[src/rtl/uart_pkg.sv]
// Shared types and constants for the configurable UART receiver: FSM states, legal
// configuration minimums and the mid-bit sampling offsets.
package uart_pkg;

    typedef enum logic [2:0] {
        IDLE,
        START,
        DATA,
        PARITY,
        STOP,
        STOP_2,
        BREAK
    } rx_state_t;

    localparam int MIN_DATA_LEN = 5;
    localparam int MIN_PRESCALE = 8;
    localparam int SAMPLE_EARLY = 1;
    localparam int SAMPLE_LATE  = 1;

    // Out-of-range lengths are pulled back into the supported window.
    function automatic logic [3:0] clamp_len(input logic [3:0] len, input int max_len);
        if (int'(len) < MIN_DATA_LEN) return 4'(MIN_DATA_LEN);
        if (int'(len) > max_len) return 4'(max_len);
        return len;
    endfunction

endpackage

[src/rtl/uart_rx_sampler.sv]
// Per-bit timing for the UART receiver: edge/bit counters and a 3-sample majority vote
// taken around the middle of each bit period.
module uart_rx_sampler
    import uart_pkg::*;
#(
    parameter int PRESCALE_W = 6
) (
    input  logic                  clk,
    input  logic                  rst,
    input  logic                  run,
    input  logic                  rx,
    input  logic [PRESCALE_W-1:0] prescale,
    output logic [3:0]            bit_cnt,
    output logic                  tick,
    output logic                  bit_val
);

    localparam logic [PRESCALE_W-1:0] ONE   = PRESCALE_W'(1);
    localparam logic [PRESCALE_W-1:0] EARLY = PRESCALE_W'(SAMPLE_EARLY);
    localparam logic [PRESCALE_W-1:0] LATE  = PRESCALE_W'(SAMPLE_LATE);

    logic [PRESCALE_W-1:0] edge_cnt;
    logic [PRESCALE_W-1:0] mid;
    logic [2:0]            samples;

    assign mid = prescale >> 1;

    // Counters sit at zero whenever the FSM is outside a frame, so each start edge restarts them.
    always_ff @(posedge clk) begin
        if (rst || !run) begin
            edge_cnt <= '0;
            bit_cnt  <= '0;
            samples  <= '0;
            tick     <= 1'b0;
        end else begin
            if (edge_cnt == prescale - ONE) begin
                edge_cnt <= '0;
                bit_cnt  <= bit_cnt + 4'd1;
            end else begin
                edge_cnt <= edge_cnt + ONE;
            end
            if (edge_cnt == mid - EARLY) samples[0] <= rx;
            if (edge_cnt == mid)         samples[1] <= rx;
            if (edge_cnt == mid + LATE)  samples[2] <= rx;
            tick <= (edge_cnt == mid + LATE);
        end
    end

    assign bit_val = (samples[0] & samples[1]) | (samples[0] & samples[2]) |
                     (samples[1] & samples[2]);

endmodule

[src/rtl/uart_rx_cfg.sv]
// Runtime-configurable UART receiver with a one-entry valid/ready holding register.
// Define UART_RX_BREAK_DET_EN to add line-break detection and the break_det port.
module uart_rx_cfg
    import uart_pkg::*;
#(
    parameter int MAX_DATA_WIDTH = 9,
    parameter int PRESCALE_W     = 6
) (
    input  logic                      CLK,
    input  logic                      RST,
    input  logic                      RX_IN,
    input  logic [PRESCALE_W-1:0]     Prescale,
    input  logic [3:0]                DATA_LEN,
    input  logic                      PAR_EN,
    input  logic                      PAR_TYP,
    input  logic                      STOP2,
    output logic [MAX_DATA_WIDTH-1:0] P_DATA,
    output logic                      par_err,
    output logic                      frm_err,
    output logic                      data_valid,
    input  logic                      data_ready,
    output logic                      overrun
`ifdef UART_RX_BREAK_DET_EN
    ,
    output logic                      break_det
`endif
);

    logic                      sync1;
    logic                      sync2;
    logic                      rx_prev;
    logic                      fall;
    rx_state_t                 state;
    rx_state_t                 state_next;
    logic [PRESCALE_W-1:0]     prescale_q;
    logic [3:0]                len_q;
    logic                      par_en_q;
    logic                      par_typ_q;
    logic                      stop2_q;
    logic [MAX_DATA_WIDTH-1:0] data_q;
    logic                      par_acc;
    logic                      frm_acc;
    logic                      run;
    logic                      start_det;
    logic                      shift_en;
    logic                      par_chk;
    logic                      stop1_chk;
    logic                      frame_done;
    logic                      tick;
    logic                      bit_val;
    logic [3:0]                bit_cnt;
`ifdef UART_RX_BREAK_DET_EN
    logic                      par_bit_q;
    logic                      brk;
`endif

    always_ff @(posedge CLK) begin
        if (RST) begin
            sync1   <= 1'b1;
            sync2   <= 1'b1;
            rx_prev <= 1'b1;
        end else begin
            sync1   <= RX_IN;
            sync2   <= sync1;
            rx_prev <= sync2;
        end
    end

    assign fall = rx_prev & ~sync2;

    uart_rx_sampler #(
        .PRESCALE_W (PRESCALE_W)
    ) u_sampler (
        .clk      (CLK),
        .rst      (RST),
        .run      (run),
        .rx       (sync2),
        .prescale (prescale_q),
        .bit_cnt  (bit_cnt),
        .tick     (tick),
        .bit_val  (bit_val)
    );

    always_ff @(posedge CLK) begin
        if (RST) state <= IDLE;
        else     state <= state_next;
    end

    // Every state advances on the mid-bit decision, so the final stop completes the frame early.
    always_comb begin
        state_next = state;
        run        = 1'b1;
        start_det  = 1'b0;
        shift_en   = 1'b0;
        par_chk    = 1'b0;
        stop1_chk  = 1'b0;
        frame_done = 1'b0;
`ifdef UART_RX_BREAK_DET_EN
        brk        = 1'b0;
`endif
        case (state)
            IDLE: begin
                run = 1'b0;
                if (fall) begin
                    state_next = START;
                    start_det  = 1'b1;
                end
            end
            START: if (tick) state_next = bit_val ? IDLE : DATA;
            DATA: if (tick) begin
                shift_en = 1'b1;
                if (bit_cnt == len_q) state_next = par_en_q ? PARITY : STOP;
            end
            PARITY: if (tick) begin
                par_chk    = 1'b1;
                state_next = STOP;
            end
            STOP: if (tick) begin
                stop1_chk = 1'b1;
`ifdef UART_RX_BREAK_DET_EN
                if (!bit_val && data_q == '0 && !(par_en_q && par_bit_q)) begin
                    state_next = BREAK;
                    brk        = 1'b1;
                end else
`endif
                if (stop2_q) begin
                    state_next = STOP_2;
                end else begin
                    state_next = IDLE;
                    frame_done = 1'b1;
                end
            end
            STOP_2: if (tick) begin
                state_next = IDLE;
                frame_done = 1'b1;
            end
            BREAK: begin
                run = 1'b0;
                if (sync2) state_next = IDLE;
            end
            default: state_next = IDLE;
        endcase
    end

    // Configuration is frozen at the start edge so mid-frame input changes cannot corrupt it.
    always_ff @(posedge CLK) begin
        if (RST) begin
            prescale_q <= '0;
            len_q      <= '0;
            par_en_q   <= 1'b0;
            par_typ_q  <= 1'b0;
            stop2_q    <= 1'b0;
            data_q     <= '0;
            par_acc    <= 1'b0;
            frm_acc    <= 1'b0;
`ifdef UART_RX_BREAK_DET_EN
            par_bit_q  <= 1'b0;
`endif
        end else begin
            if (start_det) begin
                prescale_q <= (Prescale < PRESCALE_W'(MIN_PRESCALE)) ?
                              PRESCALE_W'(MIN_PRESCALE) : Prescale;
                len_q      <= clamp_len(DATA_LEN, MAX_DATA_WIDTH);
                par_en_q   <= PAR_EN;
                par_typ_q  <= PAR_TYP;
                stop2_q    <= STOP2;
                data_q     <= '0;
                par_acc    <= 1'b0;
                frm_acc    <= 1'b0;
`ifdef UART_RX_BREAK_DET_EN
                par_bit_q  <= 1'b0;
`endif
            end
            if (shift_en) begin
                for (int i = 0; i < MAX_DATA_WIDTH; i++) begin
                    if (4'(i) == bit_cnt - 4'd1) data_q[i] <= bit_val;
                end
            end
            if (par_chk) begin
                par_acc <= (bit_val != (^data_q ^ par_typ_q));
`ifdef UART_RX_BREAK_DET_EN
                par_bit_q <= bit_val;
`endif
            end
            if (stop1_chk) frm_acc <= ~bit_val;
        end
    end

    // A completing frame replaces the held one only if it is empty or being drained this cycle.
    always_ff @(posedge CLK) begin
        if (RST) begin
            P_DATA     <= '0;
            par_err    <= 1'b0;
            frm_err    <= 1'b0;
            data_valid <= 1'b0;
            overrun    <= 1'b0;
        end else begin
            overrun <= 1'b0;
            if (data_valid && data_ready) data_valid <= 1'b0;
            if (frame_done) begin
                if (!data_valid || data_ready) begin
                    P_DATA     <= data_q;
                    par_err    <= par_acc;
                    frm_err    <= frm_acc | ~bit_val;
                    data_valid <= 1'b1;
                end else begin
                    overrun <= 1'b1;
                end
            end
        end
    end

`ifdef UART_RX_BREAK_DET_EN
    always_ff @(posedge CLK) begin
        if (RST) break_det <= 1'b0;
        else     break_det <= brk;
    end
`endif

endmodule

[config.mk]
export PLATFORM = sky130hd
export DESIGN_NAME = uart_rx_cfg
export DESIGN_NICKNAME = d
export VERILOG_FILES = /design/src/rtl/uart_pkg.sv /design/src/rtl/uart_rx_sampler.sv /design/src/rtl/uart_rx_cfg.sv
export SDC_FILE = /design/constraint.sdc
export NUM_CORES = 1
export LEC_CHECK = 0
export CAP_MARGIN = 20
export CORE_MARGIN = 2
export CORE_UTILIZATION = 45
export CTS_BUF_LIST = sky130_fd_sc_hd__clkbuf_16
export DETAILED_ROUTE_END_ITERATION = 8
export GPL_TIMING_DRIVEN = 0
export PLACE_DENSITY = 0.73
export SKIP_CTS_REPAIR_TIMING = 1
export SYNTH_ARGS = -nofsm -noshare
export SYNTH_HDL_FRONTEND = slang
export SYNTH_SLANG_ARGS = --single-unit
export TNS_END_PERCENT = 5
[constraint.sdc]
create_clock -name CLK -period 2.05 [get_ports CLK]
set_clock_uncertainty 0.05 [all_clocks]
set_input_delay 0.615 -clock CLK [delete_from_list [all_inputs] [get_ports CLK]]
set_output_delay 0.615 -clock CLK [all_outputs]
set_load 0.02 [all_outputs]
# After elaboration in Yosys (flattened, before gate mapping)
# Cells that the tools add are included.
[op_classes]
n_addsub = 6
n_mul = 0
div = 0
order_cmp = 3
n_eq_ne = 28
n_shift = 0
n_mux = 51
n_bitwise = 11
reduce_logical = 14
[op_table]
columns = ["cell", "n"]
rows = [
  ["2-to-1 mux 1 bit", 31],
  ["2-to-1 mux 3 bit", 10],
  ["case mux 3 bit (7 select lines)", 1],
  ["== test 6 bit", 3],
  ["2-to-1 mux 9 bit", 2],
  ["== test 3 x 4 -> 1 bit, first input constant", 4],
  ["2-to-1 mux 4 bit", 4],
  ["!= test 2 x 1 -> 1 bit, second input constant", 5],
  ["== test 3 bit, second input constant", 3],
  ["parity 9 bit", 1],
  ["== test 2 x 4 -> 1 bit, first input constant", 2],
  ["AND reduction 8 bit", 1],
  ["adder 5 x 1 -> 6 bit, second input constant", 1],
  ["adder 6 x 1 -> 6 bit, second input constant", 1],
  ["== test 3 x 2 -> 1 bit, second input constant", 2],
  ["== test 6 x 5 -> 1 bit", 1],
  ["< comparator 6 x 4 -> 1 bit, second input constant", 1],
  ["2-to-1 mux 6 bit", 1],
  ["!= test 2 bit, second input constant", 3],
  ["OR reduction 2 bit", 3],
  ["subtractor 5 x 1 -> 6 bit, second input constant", 1],
  ["subtractor 6 x 1 -> 6 bit, second input constant", 1],
  ["adder 4 x 1 -> 4 bit, second input constant", 1],
  ["bitwise AND 1 bit", 4],
  ["20 further kinds", 26],
]
[totals]
reg_bits = 57
latchBits = 0
mem_bits_rw = 0
mem_bits_ro = 0
input_bits = 17
output_inout_bits = 13
wordCells = 136
mem_count = 0

# Longest topological paths before layout
# Gate-level depths: netlist of the first run.
[logic_depth]
depth_word = 11
mapped_depth = 8
depth_no_buf = 7

# Cells and area by module
# A second synthesis of the first run with hierarchy kept.
[unflattened]
cells_unflattened = 366
area_unflattened_um2 = 3056.7
[modules_own_cells]
columns = ["module", "n_inst", "cells_each", "area_per_inst_um2", "seq_area_each_um2"]
rows = [
  ["uart_rx_cfg", 1, 239, 1986.9, 860.8],
  ["uart_rx_sampler", 1, 127, 1069.8, 280.3],
]

# Least setup slack after synthesis of the first run
# No wires, ideal clock.
[synth_path]
path_type = "register to register"
startpoint = "register prescale_q[1]"
endpoint = "register u_sampler.bit_cnt[3]"
setup_time_ns = 0.070
t_arrival_ns = 1.995
required_ns = 1.930
slack_ns = -0.064
path_stages_with_launch = 9
n_path_buf = 1
synth_period_minus_slack_ns = 2.114
cell_sequence = "dfxtp_1 clkbuf_1 inv_1 ha_1 xor2_1 a211oi_2 o311ai_1 or4_1 a21oi_1"
[synth_via]
elab_chain_cells = 2
[synth_rtl]
columns = ["item", "line_no", "source"]
rows = [
  ["from (decl)", "uart_rx_cfg.sv:35", "logic [PRESCALE_W-1:0] prescale_q;"],
  ["from (signal assigned)", "uart_rx_cfg.sv:161", "prescale_q <= (Prescale < PRESCALE_W'(MIN_PRESCALE)) ?"],
  ["subtractor 6 x 1 -> 6 bit", "uart_rx_sampler.sv:36", "if (edge_cnt == prescale - ONE) begin"],
  ["== test 6 bit", "uart_rx_sampler.sv:36", ""],
  ["to (signal assigned)", "uart_rx_sampler.sv:38", "bit_cnt <= bit_cnt + 4'd1;"],
  ["to (decl)", "uart_rx_sampler.sv:13", "output logic [3:0] bit_cnt,"],
]
# Every way passes these cells.
# A chain may end at the register's enable or synchronous reset.

# Worst setup path in the final report of the first run
# Ends and elaborated chain as after synthesis.

==> results of run 1 <==
## worst reg2reg max path, stage by stage, from the launching register on
cell and delay [ns]:
dfxtp_2 0.32, buf_6 0.13, inv_2 0.11, ha_4 0.17
a21boi_4 0.22, and3_4 0.21, o22ai_2 0.14, or4_1 0.56
a21oi_1 0.14
## stage by stage
step	utilization	setup TNS [ns]	hold WS (ns)	std cells
final	0.601	-0.0685	0.358	483
after global routing	0.601	-0.479	0.381	483
after CTS	0.577	-1.21	0.362	479
after detailed placement	0.531	-7.75	0.349	463
after global placement	0.531	-7.02	0.344	463
after floorplan	-	0	0.339	357
## logic make-up (layout without fill, tap and decap cells)
family	count (synthesis)	in the layout	synth area share
AOI/OAI and AO/OA	53	53	0.116
xor gates and xnor gates	37	37	0.111
adders and majority gates	10	10	0.0403
and+or+nand+nor	148	148	0.245
muxes	21	21	0.0695
buffers and inverters	31	80	0.0428
DFF	57	57	0.375
## where the power goes
| group | switching (uW) | internal (uW) | total [uW] |
|---|---|---|---|
| clock | 530 | 936 | 1470 |
| sequential | 20.0 | 1130 | 1150 |
| combinational | 147 | 122 | 268 |
## routing by layer
layer / global-route usage / part of all wire / up-vias
li1: - / - / 1328
met1: 0.258 / 0.43 / 1261
met2: 0.359 / 0.50 / 60
met3: 0.0476 / 0.049 / 13
met4: 0.0852 / 0.018 / 0
met5: 0 / 0 / -
## how the worst max path moves through the flow
| stage | to | slack [ns] | cells after the start |
|---|---|---|---|
| 6_report | u_sampler.bit_cnt[3]$_SDFFE_PP0N_ | -0.07 | 8 |
| 5_1_grt | u_sampler.bit_cnt[3]$_SDFFE_PP0N_ | -0.13 | 8 |
| 4_1_cts | u_sampler.bit_cnt[3]$_SDFFE_PP0N_ | -0.23 | 8 |
| 3_5_place_dp | P_DATA[1]$_SDFFE_PP0P_ | -0.27 | 4 |
| 3_3_place_gp | P_DATA[2]$_SDFFE_PP0P_ | -0.28 | 4 |
| 2_1_floorplan | u_sampler.bit_cnt[3]$_SDFFE_PP0N_ | 0.03 | 8 |
## cells in the final DEF, fill, tap and decap left out, types with 3 or more instances in the layout
cell              n
dfxtp_1          53
nand2_1          39
nor2_1           30
clkdlybuf4s50_1  29
a21oi_1          24
mux2i_1          20
nand3_1          19
xnor2_1          18
xor2_1           16
nor3_1           15
clkbuf_16         9
inv_1             8
clkbuf_1          8
buf_4             8
nand2b_1          7
nand3b_1          7
ha_1              6
nor2b_1           5
and3_1            5
buf_2             4
or2_2             4
dfxtp_2           4
a31oi_1           3
o41ai_1           3
o22ai_1           3
o21ai_0           3
nand4_1           3
clkinvlp_4        3
## final cells by class
| class | instances | area, um2 |
|---|---|---|
| inverters | 10 | 37.5 |
| well taps | 77 | 96.3 |
| plain buffers | 18 | 97.6 |
| flip-flops and latches | 57 | 1150 |
| clock buffers | 9 | 225 |
| multi-input cells | 269 | 1870 |
| clock inverters | 7 | 71.3 |
| repair buffers | 36 | 343 |
| fillers | 557 | 2580 |
## flip-flops by register name, summed over array words and instances, names as in the netlist, 3 cells and up
register,flops
state,3
data_q,9
u_sampler.bit_cnt,4
u_sampler.edge_cnt,6
len_q,4
prescale_q,6
P_DATA,9
u_sampler.samples,3
==> metrics.csv, run 1 <==
stage;metric;value;unit
cts;clk slew on worst S/H paths;0.05;ns
setup_path;CP endpoint kind;flip-flop;
sta;RSZ-0062 raised after global routing;true;
sta;final critical-path required period;2.12;ns
yosys;Netlist cell types;50;
route;first-pass detailed-route iteration total;4;
yosys;synth warn;0;
grt;initial antenna violation count;0;
setup_path;Buf/Inv on CP;2;
layout;antenna cell count;0;
yosys;Net Count, Synth;383;
floorplanning;Ports;30;
route;antenna viol nets, final;0;
cts;CTS root buf;clkbuf_16;
setup_path;Startpoint Class;flip-flop;
yosys;Synth top area share;0.375;
yosys;ys flop type;dfxtp_1;
grt;vias in the first global route;2667;
setup_path;reg2reg end;u_sampler.bit_cnt[3]$_SDFFE_PP0N_;
route;DRC viols;0;
grt;largest net degree at the start of global routing;12;
worst_hold_path;hold path depth;1;
grt;first-pass GRT wire length;12400;um
place;Place WS;-0.273;ns
setup_path;R2R depth;8;
worst_hold_path;hold endpoint;sync2$_SDFF_PP1_;
place;DP HPWL;5190;um
setup_path;R2R Path Start;prescale_q[1]$_SDFFE_PP0P_;
yosys;number of synthesized flops with an enable pin;0;
floorplanning;Placeable Area;6460;um2
grt;GRT Util Overall;0.211;
floorplanning;row count;29;
sta;maximum clock rate;472;MHz
place;port buffer count;29;
yosys;Syn Area/Cell;8.52;um2
sta;Pins Over Slew Limit;0;
route;Vias/cell;5.51;
yosys;largest area contributor in the netlist;dfxtp_1;
route;vias;2662;
yosys;async set or reset register ratio after synthesis;0;
floorplanning;Die ar.;7430;um2
setup_path;family with the most delay on the worst path;simple AND/OR/NAND/NOR gates;
power;peak supply drop;0.000479;V
run_status;failing checks;setup timing;
setup_path;R2R Setup Slk;-0.07;ns
grt;Congestion Overflow GR;0;
run;maxcap violations;0;
cts;clock tree sinks;57;
worst_hold_path;HP Start;sync1$_SDFF_PP1_;
place;GPL Wtd Cong;0.881;
floorplanning;Initial Util;0.471;
cts;latest clock arrival within the worst-skew pair;0.33;ns
floorplanning;die span in y;86.2;um
place;DP Area;3430;um2
yosys;cell with the most instances after synthesis;dfxtp_1;
route;Starting DRT DRC Count;111;
setup_path;Worst Setup SP;prescale_q[1]$_SDFFE_PP0P_;
setup_path;Crit Path Max Fanout;6;
layout;Nets;427;
setup_path;critical-path cell list;buf_6 -> inv_2 -> ha_4 -> a21boi_4 -> and3_4 -> o22ai_2 -> or4_1 -> a21oi_1;
sta;Final Hold Fails;0;
setup_path;Critical Path AT;2.32;ns
yosys;sequential fraction of the synthesis area;0.375;
sta;Slew @ Worst Pin;0.826;ns
layout;layout overhead on the synthesized area;27.6;%
cts;H-Tree Level Count;3;
route;DR WL/cell;15.7;um
worst_hold_path;Tightest Hold Check Type;reg -> reg;
yosys;synth top area cells;dfxtp_1, mux2i_1, xnor2_1;
cts;CTS buffer count;9;
setup_path;worst path required time;2.25;ns
sta;worst setup margin;-0.0685;ns
route;Post-Route WL;7600;um
setup_path;crit path kind;reg -> reg;
sta;final setup vio count;1;
layout;share of cells above drive strength 1;0.150;
setup_path;CP max stage cell;or4_1;
yosys;Post-Syn Area;3040;um2
yosys;synthesis-stage register bit count;57;
layout;Finished Cell Area;3880;um2
cts;CTS tree;built;
cts;Clock Path Buffers;2;
power;Leak;0.00142;uW
power;Pwr Total;2880;uW
yosys;post-synthesis cell count;357;
yosys;most instantiated cells after synthesis;dfxtp_1, nand2_1, nor2_1;
sta;Final Cycle Share;1.03;
power;PwrDens;742;nW/um2
sta;Slew headroom;0.447;
floorplanning;Chip Width;86.2;um
setup_path;Crit path largest cell delay;0.56;ns
run_status;status;finished, violations left;
Power figures use the tool's default switching activity.
==> run 2: changes to the inputs <==
- PLACE_DENSITY: 0.73 -> 0.7
- SETUP_SLACK_MARGIN: not set -> 0.5
- clock period: 2.05 -> 2.3 ns (I/O delays scaled with it)
==> run 2 against run 1 <==
The run now ends clean. Clock power hardly changed. Power is 4.0% lower. Via count is 0.11% higher. Final cell count is 0.41% lower. Core utilization is 0.50 points higher. Final area is 0.84% higher. Critical path type is now reg -> out. Highest routed layer unchanged.
==> metrics.csv, run 2 (same netlist as run 1, synthesis figures left out) <==
stage;metric;value;unit
floorplanning;row count;29;
layout;fill count;557;
floorplanning;Placeable Area;6460;um2
layout;biggest regs;P_DATA x9, data_q x9;
power;clock share of power;0.544;
setup_path;Crit Path Max Fanout;2;
power;Flop pwr share;0.369;
route;highest metal used;met4;
cts;Clock Path Buffers;2;
run_status;status;complete, no violations;
floorplanning;Ports;30;
floorplanning;die span in y;86.2;um
floorplanning;Initial Util;0.471;
power;PwrDens;706;nW/um2
place;GPL Wtd Cong;0.917;
power;P_sw;603;uW
sta;Final Hold Fails;0;
power;Pwr Total;2770;uW
route;Starting DRT DRC Count;188;
setup_path;critical-path cell list;clkdlybuf4s50_1;
setup_path;CP max stage cell;clkdlybuf4s50_1;
layout;antenna cell count;0;
setup_path;family with the most delay on the worst path;buffers and inverters;
grt;largest net degree at the start of global routing;11;
route;first-pass detailed-route iteration total;4;
sta;setup_tns;0;ns
sta;Final Cycle Share;0.876;
route;DRC viols;0;
sta;final critical-path required period;2.01;ns
cts;clock tree sinks;57;
setup_path;CP endpoint kind;output port;
cts;H-Tree Level Count;3;
sta;maximum clock rate;496;MHz
grt;initial antenna violation count;0;
place;port buffer count;29;
route;vias;2665;
layout;Nets;425;
route;DR WL/cell;15.0;um
sta;Slew headroom;0.643;
route;met2 wire len;3350;um
power;peak supply drop;0.000475;V
power;Comb pwr share;0.087;
sta;final setup vio count;0;
sta;Pins Over Slew Limit;0;
worst_hold_path;Tightest Hold Check Type;reg -> reg;
route;met1 WL;3380;um
power;internal power;2160;uW
setup_path;Critical Path AT;1.27;ns
cts;latest clock arrival within the worst-skew pair;0.32;ns
cts;CTS buffer count;9;
layout;most common cell after layout, fill and taps aside;dfxtp_1;
grt;first-pass GRT wire length;12100;um
route;Vias/cell;5.54;
layout;Layout Cells excl Fill;481;
place;placed cells;463;
route;antenna viol nets, final;0;
sta;Slew @ Worst Pin;0.534;ns
setup_path;Crit path largest cell delay;0.61;ns
setup_path;Buf/Inv on CP;1;
grt;vias in the first global route;2521;
setup_path;crit path kind;reg -> out;
setup_path;worst path required time;1.56;ns
route;Met3 Wirelength;413;um
setup_path;Startpoint Class;flip-flop;
cts;CTS tree;built;
sta;RSZ-0062 raised after global routing;true;
run;maxcap violations;0;
layout;layout overhead on the synthesized area;28.7;%
cts;CTS root buf;clkbuf_16;
cts;clk slew on worst S/H paths;0.05;ns
layout;commonest cells after routing, fill and taps aside;dfxtp_1, nand2_1, nor2_1;
floorplanning;Chip Width;86.2;um
floorplanning;Die ar.;7430;um2
grt;Congestion Overflow GR;0;
layout;share of cells above drive strength 1;0.158;
grt;GRT Util Overall;0.207;
route;Post-Route WL;7230;um
power;Leak;0.00146;uW
place;DP HPWL;5130;um
power;sw frac;0.218;
-- run 2: layout make-up --
cell class	count	area [um2]	share of cell area
timing repair buffer	31	305	0.0780
clock buffer	9	225	0.0575
clock inverter	7	110	0.0281
inverter	10	42.5	0.0109
buffer	21	120	0.0307
tap	77	96.3	0.0246
multi-input combinational	269	1870	0.477
sequential	57	1150	0.293
-- run 2: final timing paths --
check                             startpoint                                 to  slack (ns)  cells after the start
hold reg to reg             sync1$_SDFF_PP1_                   sync2$_SDFF_PP1_        0.36                      1
hold / removal              sync1$_SDFF_PP1_                   sync2$_SDFF_PP1_        0.36                      1
setup reg to reg  prescale_q[1]$_SDFFE_PP0P_  u_sampler.bit_cnt[3]$_SDFFE_PP0N_        0.32                      8
setup / recovery        par_err$_SDFFE_PP0P_                            par_err        0.29                      1
-- run 2: stage by stage --
step / setup WS [ns] / cell area (um2) / hold WS, ns / utilization
after floorplan: 0.463 / 3120 / 0.339 / -
after global placement: -0.0747 / 3510 / 0.343 / 0.543
after detailed placement: -0.109 / 3510 / 0.356 / 0.543
after CTS: 0.172 / 3840 / 0.372 / 0.595
after global routing: 0.232 / 3920 / 0.396 / 0.606
final: 0.285 / 3920 / 0.363 / 0.606
-- run 2: power by group through the flow --
| stage | clock, uW | sequential (uW) | combinational [uW] |
|---|---|---|---|
| 6_report | 1500 | 1020 | 242 |
| 2_1_floorplan | 0 | 1040 | 158 |
| 3_5_place_dp | 0 | 1040 | 227 |
| 3_3_place_gp | 0 | 1040 | 221 |
| 5_1_grt | 1570 | 1020 | 264 |
| 4_1_cts | 1520 | 1020 | 228 |
-- run 2: per-layer routing --
metal	vias to the layer above	GRT usage
li1	1321	-
met1	1260	0.272
met2	76	0.330
met3	8	0.0552
met4	0	0.0753
met5	-	0
-- run 2: worst register-to-register path: stages, from the launching register on --
cell      delay (ns)
dfxtp_2         0.34
buf_8           0.13
inv_6           0.05
ha_2            0.19
a21boi_4        0.19
and3_4          0.22
o22ai_4         0.09
or4_1           0.52
a21oi_1         0.13
